### src/rtl/microcode_pkg.sv
// Shared definitions for the microprogrammed RISC-V control unit:
// sequencing codes, micro-state numbering and the opcodes it dispatches on.
package microcode_pkg;

  typedef enum logic [2:0] {
    SEQ_INCR  = 3'b000,
    SEQ_DISP1 = 3'b001,
    SEQ_DISP2 = 3'b010,
    SEQ_FETCH = 3'b011,
    SEQ_ALUWB = 3'b100
  } seq_t;

  typedef enum logic [3:0] {
    S_FETCH    = 4'd0,
    S_DECODE   = 4'd1,
    S_MEMADR   = 4'd2,
    S_MEMREAD  = 4'd3,
    S_MEMWB    = 4'd4,
    S_MEMWRITE = 4'd5,
    S_EXECR    = 4'd6,
    S_ALUWB    = 4'd7,
    S_EXECI    = 4'd8,
    S_JAL      = 4'd9,
    S_BEQ      = 4'd10
  } ustate_t;

  localparam logic [6:0] OP_LW  = 7'b0000011;
  localparam logic [6:0] OP_SW  = 7'b0100011;
  localparam logic [6:0] OP_R   = 7'b0110011;
  localparam logic [6:0] OP_I   = 7'b0010011;
  localparam logic [6:0] OP_JAL = 7'b1101111;
  localparam logic [6:0] OP_BEQ = 7'b1100011;

  // Position of the sequencing field inside a ROM control word.
  localparam int SEQ_LSB = 0;
  localparam int SEQ_MSB = 2;

endpackage

### src/rtl/useq_dispatch.sv
// Combinational next-micro-address selection. Anything that would leave the
// populated ROM range, or any unknown sequencing/opcode combination, falls
// back to Fetch and raises the illegal flag.
module useq_dispatch
  import microcode_pkg::*;
#(
  parameter int NUM_STATES = 11
) (
  input  logic [2:0] seq,
  input  logic [6:0] opcode,
  input  logic [3:0] addr,
  output logic [3:0] nxt,
  output logic       ill
);

  // 5-bit compare so addr+1 from 15 cannot wrap back into the legal range.
  localparam logic [4:0] LIMIT = 5'(NUM_STATES);

  logic [4:0] incr;
  assign incr = {1'b0, addr} + 5'd1;

  // Select the next micro-address from the sequencing code and opcode.
  always_comb begin
    nxt = S_FETCH;
    ill = 1'b0;
    if ({1'b0, addr} >= LIMIT) begin
      ill = 1'b1;
    end else begin
      case (seq)
        SEQ_INCR: begin
          if (incr >= LIMIT) ill = 1'b1;
          else               nxt = incr[3:0];
        end
        SEQ_DISP1: begin
          case (opcode)
            OP_LW, OP_SW: nxt = S_MEMADR;
            OP_R:         nxt = S_EXECR;
            OP_I:         nxt = S_EXECI;
            OP_JAL:       nxt = S_JAL;
            OP_BEQ:       nxt = S_BEQ;
            default:      ill = 1'b1;
          endcase
        end
        SEQ_DISP2: begin
          case (opcode)
            OP_LW:   nxt = S_MEMREAD;
            OP_SW:   nxt = S_MEMWRITE;
            default: ill = 1'b1;
          endcase
        end
        SEQ_FETCH: nxt = S_FETCH;
        SEQ_ALUWB: nxt = S_ALUWB;
        default:   ill = 1'b1;
      endcase
    end
  end

endmodule

### src/rtl/microsequencer.sv
// Micro-address register for the multicycle control unit, plus the
// instruction-complete and illegal-event pulses reported on entry to Fetch.
module microsequencer
  import microcode_pkg::*;
#(
  parameter int NUM_STATES = 11
) (
  input  logic       clk,
  input  logic       reset,
  input  logic       en,
  input  logic [6:0] opcode,
  input  logic [2:0] seq,
  output logic [3:0] addr,
  output logic       instr_done,
  output logic       illegal
);

  logic [3:0] nxt_addr;
  logic       nxt_ill;
  logic       fetch_ok;

  useq_dispatch #(
    .NUM_STATES(NUM_STATES)
  ) u_dispatch (
    .seq    (seq),
    .opcode (opcode),
    .addr   (addr),
    .nxt    (nxt_addr),
    .ill    (nxt_ill)
  );

  // Only a legally taken FETCH completes an instruction; an illegal redirect
  // also lands in Fetch but must not count as completion.
  assign fetch_ok = (seq == SEQ_FETCH) && !nxt_ill;

  // Advance one micro-step per enabled cycle; pulses drop whenever stalled.
  always_ff @(posedge clk) begin
    if (reset) begin
      addr       <= S_FETCH;
      instr_done <= 1'b0;
      illegal    <= 1'b0;
    end else if (en) begin
      addr       <= nxt_addr;
      instr_done <= fetch_ok;
      illegal    <= nxt_ill;
    end else begin
      instr_done <= 1'b0;
      illegal    <= 1'b0;
    end
  end

endmodule
### config.mk
export PLATFORM = sky130hd
export DESIGN_NAME = microsequencer
export DESIGN_NICKNAME = d
export VERILOG_FILES = /design/src/rtl/microcode_pkg.sv /design/src/rtl/useq_dispatch.sv /design/src/rtl/microsequencer.sv
export SDC_FILE = /design/constraint.sdc
export NUM_CORES = 1
export LEC_CHECK = 0
export ABC_CLOCK_PERIOD_IN_PS = 4600
export BUFFER_PORTS_ARGS = -buffer_cell sky130_fd_sc_hd__buf_2
export CAP_MARGIN = 5
export CORE_AREA = 2 2 39 41
export DETAILED_ROUTE_END_ITERATION = 10
export DIE_AREA = 0 0 41 43
export PLACE_DENSITY = 0.72
export SYNTH_ARGS = -nofsm -noshare
export SYNTH_HDL_FRONTEND = slang
export SYNTH_SLANG_ARGS = --single-unit
### constraint.sdc
create_clock -name clk -period 4.6 [get_ports clk]
set_input_delay 0.92 -clock clk [delete_from_list [all_inputs] [get_ports clk]]
set_output_delay 0.92 -clock clk [all_outputs]
set_load 0.005 [all_outputs]
======== Word-level counts from Yosys, hierarchy flattened ========
Cells that the tools add are included.
word-level totals
  flip-flop bits (word level) ............. 6
  bits in latches ......................... 0
  memory bits (writable) .................. 0
  bits in read-only memories .............. 0
  bits of input ports ..................... 13
  output and inout bits ................... 6
  word-level logic and storage cells ...... 34
  memories ................................ 0
cells by class
  $add $sub $neg .......................... 1
  multipliers ............................. 0
  divide/modulo/power cells ............... 0
  order comparisons ....................... 2
  equal/unequal tests ..................... 10
  shift-type cells ........................ 0
  mux-type cells .......................... 10
  bitwise logic cells ..................... 1
  reductions and logical operators ........ 7
operators with widths
  cell                                                                number
  case mux 4 bit (5 select lines)                                     1
  case mux 4 bit (4 select lines)                                     1
  equality test 7 x 6 -> 1 bit (second input constant)                2
  equality test 7 bit (second input constant)                         2
  two-way mux 4 bit                                                   2
  equality test 7 x 2 -> 1 bit (second input constant)                1
  equality test 7 x 5 -> 1 bit (second input constant)                1
  equality test 3 x 2 -> 1 bit (second input constant)                2
  case mux 3 bit (2 select lines)                                     1
  OR reduction 2 bit                                                  3
  OR reduction 6 bit                                                  1
  adder 4 x 1 -> 5 bit (second input constant)                        1
  greater-or-equal comparator 5 x 4 -> 1 bit (second input constant)  1
  greater-or-equal comparator 4 bit (second input constant)           1
  two-way mux 1 bit                                                   4
  case mux 1 bit (4 select lines)                                     1
  equality test 3 x 1 -> 1 bit (second input constant)                1
  equality test 3 bit (second input constant)                         1
  logical NOT 3 bit                                                   1
  logical AND 1 bit                                                   1
  logical NOT 1 bit                                                   1
  inverter 1 bit                                                      1

======== Logic depth before layout (Yosys ltp) ========
  depth in word-level cells ............... 7
  mapped depth ............................ 7
  gate-level depth less buffers ........... 7

======== Hierarchy ========
Synthesis repeated with hierarchy kept, for this count alone.
second synthesis, totals
  cell total of the unflattened synthesis .. 83
  area total of the unflattened synthesis .. 680.7 sq um
modules (own cells, without submodules)
  module          instances  cells an instance  area an instance (sq um)  seq. area each (sq um)
  useq_dispatch   1          65                 467.9                     0.0
  microsequencer  1          18                 212.7                     120.1

======== Least setup slack after synthesis ========
OpenSTA, ideal clock, no wires.
  kind .................................... in2reg
  start ................................... input seq[2]
  end ..................................... register addr[3]
  setup time .............................. 116 ps
  data arrival time ....................... 1898 ps
  data required time ...................... 4484 ps
  path slack .............................. 2586 ps
  cell stages on the path ................. 6
  buffers on the path ..................... 1
  cell sequence ........................... clkbuf_1 nor3_1 nand2_1 nor3_1 a31o_2 a31o_2
on the way
  word-level cells in the longest chain between the ends .. 3
  elaborated cells on any way between the ends .. 6
  those cells by class .................... 3 x eq/ne; 2 x mux; 1 x reduce/logical
RTL lines
  element                                      RTL line              source
  start, declared                              microsequencer.sv:12  input logic [2:0] seq,
  equality test 3 bit (tied with other cells)  useq_dispatch.sv:29   case (seq)
  case mux 4 bit (4 select lines) *            useq_dispatch.sv:29
  two-way mux 4 bit *                          useq_dispatch.sv:26   if ({1'b0, addr} >= LIMIT) begin
  end signal, assigned                         microsequencer.sv:43  addr <= nxt_addr;
  end, declared                                microsequencer.sv:13  output logic [3:0] addr,
Mark *: on every way between the ends. The rest lies on a longest branch, timed or not.
A chain may end at the register's enable or synchronous reset.

======== Final worst setup path ========
  start ................................... input opcode[2]
  end ..................................... register addr[1]
on the way
  word-level cells in the longest chain between the ends .. 5
  elaborated cells on any way between the ends .. 11
  those cells by class .................... 6 x eq/ne; 4 x mux; 1 x reduce/logical
RTL lines
  element                                                                       RTL line                                  source
  start, declared                                                               microsequencer.sv:11                      input logic [6:0] opcode,
  equality test 7 x 2 -> 1 bit or equality test 7 x 6 -> 1 bit (tied branches)  useq_dispatch.sv:35, useq_dispatch.sv:45
  OR reduction 2 bit (no line)                                                  --
  case mux 4 bit (5 select lines)                                               useq_dispatch.sv:35                       case (opcode)
  case mux 4 bit (4 select lines) *                                             useq_dispatch.sv:29
  two-way mux 4 bit *                                                           useq_dispatch.sv:26
Marked as above.

==> impl_metrics.yaml <==
clocking:
  cts_tree: "done"
  cts_sinks: 6
  htreeDepth: 1
  post_cts_buffers: 0
  clockBufferDepth: 2
  hold_buffers: 0
  cts.repair.resized: 0
  clk_latency_ps: 250
  root_buffer: "clkbuf_4"
  path_clk_slew_ps: 50
  numCtsBuffers: 3
worst_setup_path:
  end_kind: "flop"
  cp-endpoint: "addr[1]"
  rrSetupSlack_ps: 2670
  worstPathMaxFanout: 4
  cp.required_ps: 4770
  start_kind: "input pin"
  worst-r2r-cell-count: 7
  worstSetupStartpoint: "opcode[2]"
  crit_type: "input pin to flop"
  arrival_ps: 2150
  r2r-start: "addr[0]"
  rr_endpoint: "illegal"
yosys:
  syn_inst: 84
  yosys-top-cells-count: "9 x nand2_1, 7 x nor2_1, 6 x a21oi_1, 6 x dfxtp_1"
  yosysMostFrequentCell: "nand2_1"
  ys_types: 36
  synth.net_count: 99
  ys_ff_latch: 6
  async_flop_share: 0
  synth_top_area_frac: 0.1988
  synth_area_um2: 604.3
  ys.flop_type: "dfxtp_1"
  postSynthAreaPerCell_um2: 7.194
  synth_edf_count: 0
  yosysSeqAreaShare: 0.1988
  synth_warnings: 0
  ys_top_cells_by_area: "dfxtp_1 20%, nand2_1 5.6%, a21oi_1 5.0%"
  synth_top_cell_by_area: "dfxtp_1"
placement:
  placed_cell_area_um2: 698.2
  place_worst_setup_slack_ps: 2400
  gp_congestion: 0.8095
  portBuffers: 18
  dp_hpwl_um: 1162
  dp.cells: 114
die:
  ios: 19
  core_mm2: 0.001384
  chipWidth_um: 41
  die_y_um: 43
  die_area_mm2: 0.001763
  rows: 14
  start_util: 0.4367
routing:
  via_per_inst: 5.974
  wl_um: 1501
  drc: 0
  final_antenna_net_count: 0
  vias: 699
  drt_iter0_markers: 19
  dr.pass1.iters: 4
  wire_per_inst_um: 12.83
power_and_ir_drop:
  pwr-share-comb: 0.229
  leakagePower_nw: 0.3187
  p_int_mw: 0.09566
  ir_drop_mv: 0.08860
  swShare: 0.2902
  pwr-share-seq: 0.403
  p_sw_mw: 0.03911
  power_mw: 0.1348
  clkPwrFrac: 0.368
  powerDensity_mw_per_mm2: 187.0
timing:
  hold_viol_final: 0
  rsz0062_at_grt: "false"
  setup_tns_ps: 0
  maxSlewHeadroom: 0.7492
  maxSlewViolCount: 0
  fmax_mhz: 503.8
  fin_crit_sh: 0.4315
  finalSetupViolations: 0
  fin_skew_ps: 0.7660
  final.setup.worst_slack_ps: 2615
  period_needed_ps: 1985
  worstMarginPinSlew_ps: 372.8
  whs_ps: 560.1
outcome:
  status: "finished clean"
layout:
  area_growth_pct: 19.25
  fin_cells: 117
  stdcell_area_um2: 720.7
  final_util: 0.5208
  drive_gt1_frac: 0.2475
  diodes: 0
  nets: 118
global_route:
  grt_overflow: 0
  gr-usage-all-layers: 0.2010
  grt_antenna_before_repair: 0
  grt_pass1_wl_um: 2518
  grt_max_degree: 11
  grt_pass1_vias: 630
worst_hold_path:
  hold_path_depth: 2
  hold_path_class: "flop to flop"
job:
  max_cap_violations: 0
## critical path, cell delays in order
cell	delay, ps
buf_2	110
nand4bb_1	260
nor4_1	330
a32o_1	250
o31ai_1	100
a21oi_1	190
## cell usage in the layout (no fill, tap or decap), types with 2 or more instances in the layout
master / n
clkbuf_4: 3
nand3_1: 2
a31o_2: 2
o31ai_1: 2
a21oi_1: 6
ha_1: 2
nor2b_1: 3
dfxtp_1: 6
buf_2: 18
nand2_1: 9
nor3_1: 5
maj3_1: 2
nand4_1: 3
nor2_1: 7
o21ai_0: 4
xor2_1: 2
and3_1: 2
inv_1: 5
## sequential cells by signal, summed over array words and instances (netlist names)
register and cells:
illegal 1, instr_done 1, addr 4
## routing by layer
metal	track usage	part of all wire
met1	0.2290	0.44
met2	0.3500	0.47
met3	0.03665	0.072
met4	0.06667	0.019
met5	0	0
## power by group through the flow
stage | registers, mW | clock network (mW) | logic, mW
2_1_floorplan | 0.0552 | 0 | 0.0185
3_3_place_gp | 0.0552 | 0 | 0.0298
3_5_place_dp | 0.0553 | 0 | 0.0301
4_1_cts | 0.0543 | 0.0507 | 0.0304
5_1_grt | 0.0544 | 0.0535 | 0.0342
6_report | 0.0543 | 0.0496 | 0.0308
## cells by family (layout without fill, tap and decap cells)
family	count (synthesis)	in the layout	synth area share
and+or+nand+nor	38	38	0.3396
AOI/OAI and AO/OA	23	23	0.2692
buffers and inverters	9	26	0.05797
DFF	6	6	0.1988
adders and majority gates	4	4	0.07453
xor gates and xnor gates	3	3	0.04349
muxes	1	1	0.01656
## worst min path at each step
stage          endpoint  slack (ps)  startpoint
2_1_floorplan   addr[1]         500     addr[1]
3_3_place_gp    addr[1]         520     addr[1]
3_5_place_dp    addr[1]         540     addr[1]
4_1_cts         addr[1]         560     addr[1]
5_1_grt         addr[0]         600     addr[0]
6_report        addr[1]         560     addr[1]
## area by class of cell
class | instances | area, µm²
inverter | 5 | 18.77
timing repair buffer | 18 | 90.09
multi-input combinational | 69 | 449.2
sequential | 6 | 120.1
clock buffer | 3 | 22.52
fill | 150 | 663.1
tap | 16 | 20.02
Power figures use the tool's default switching activity.
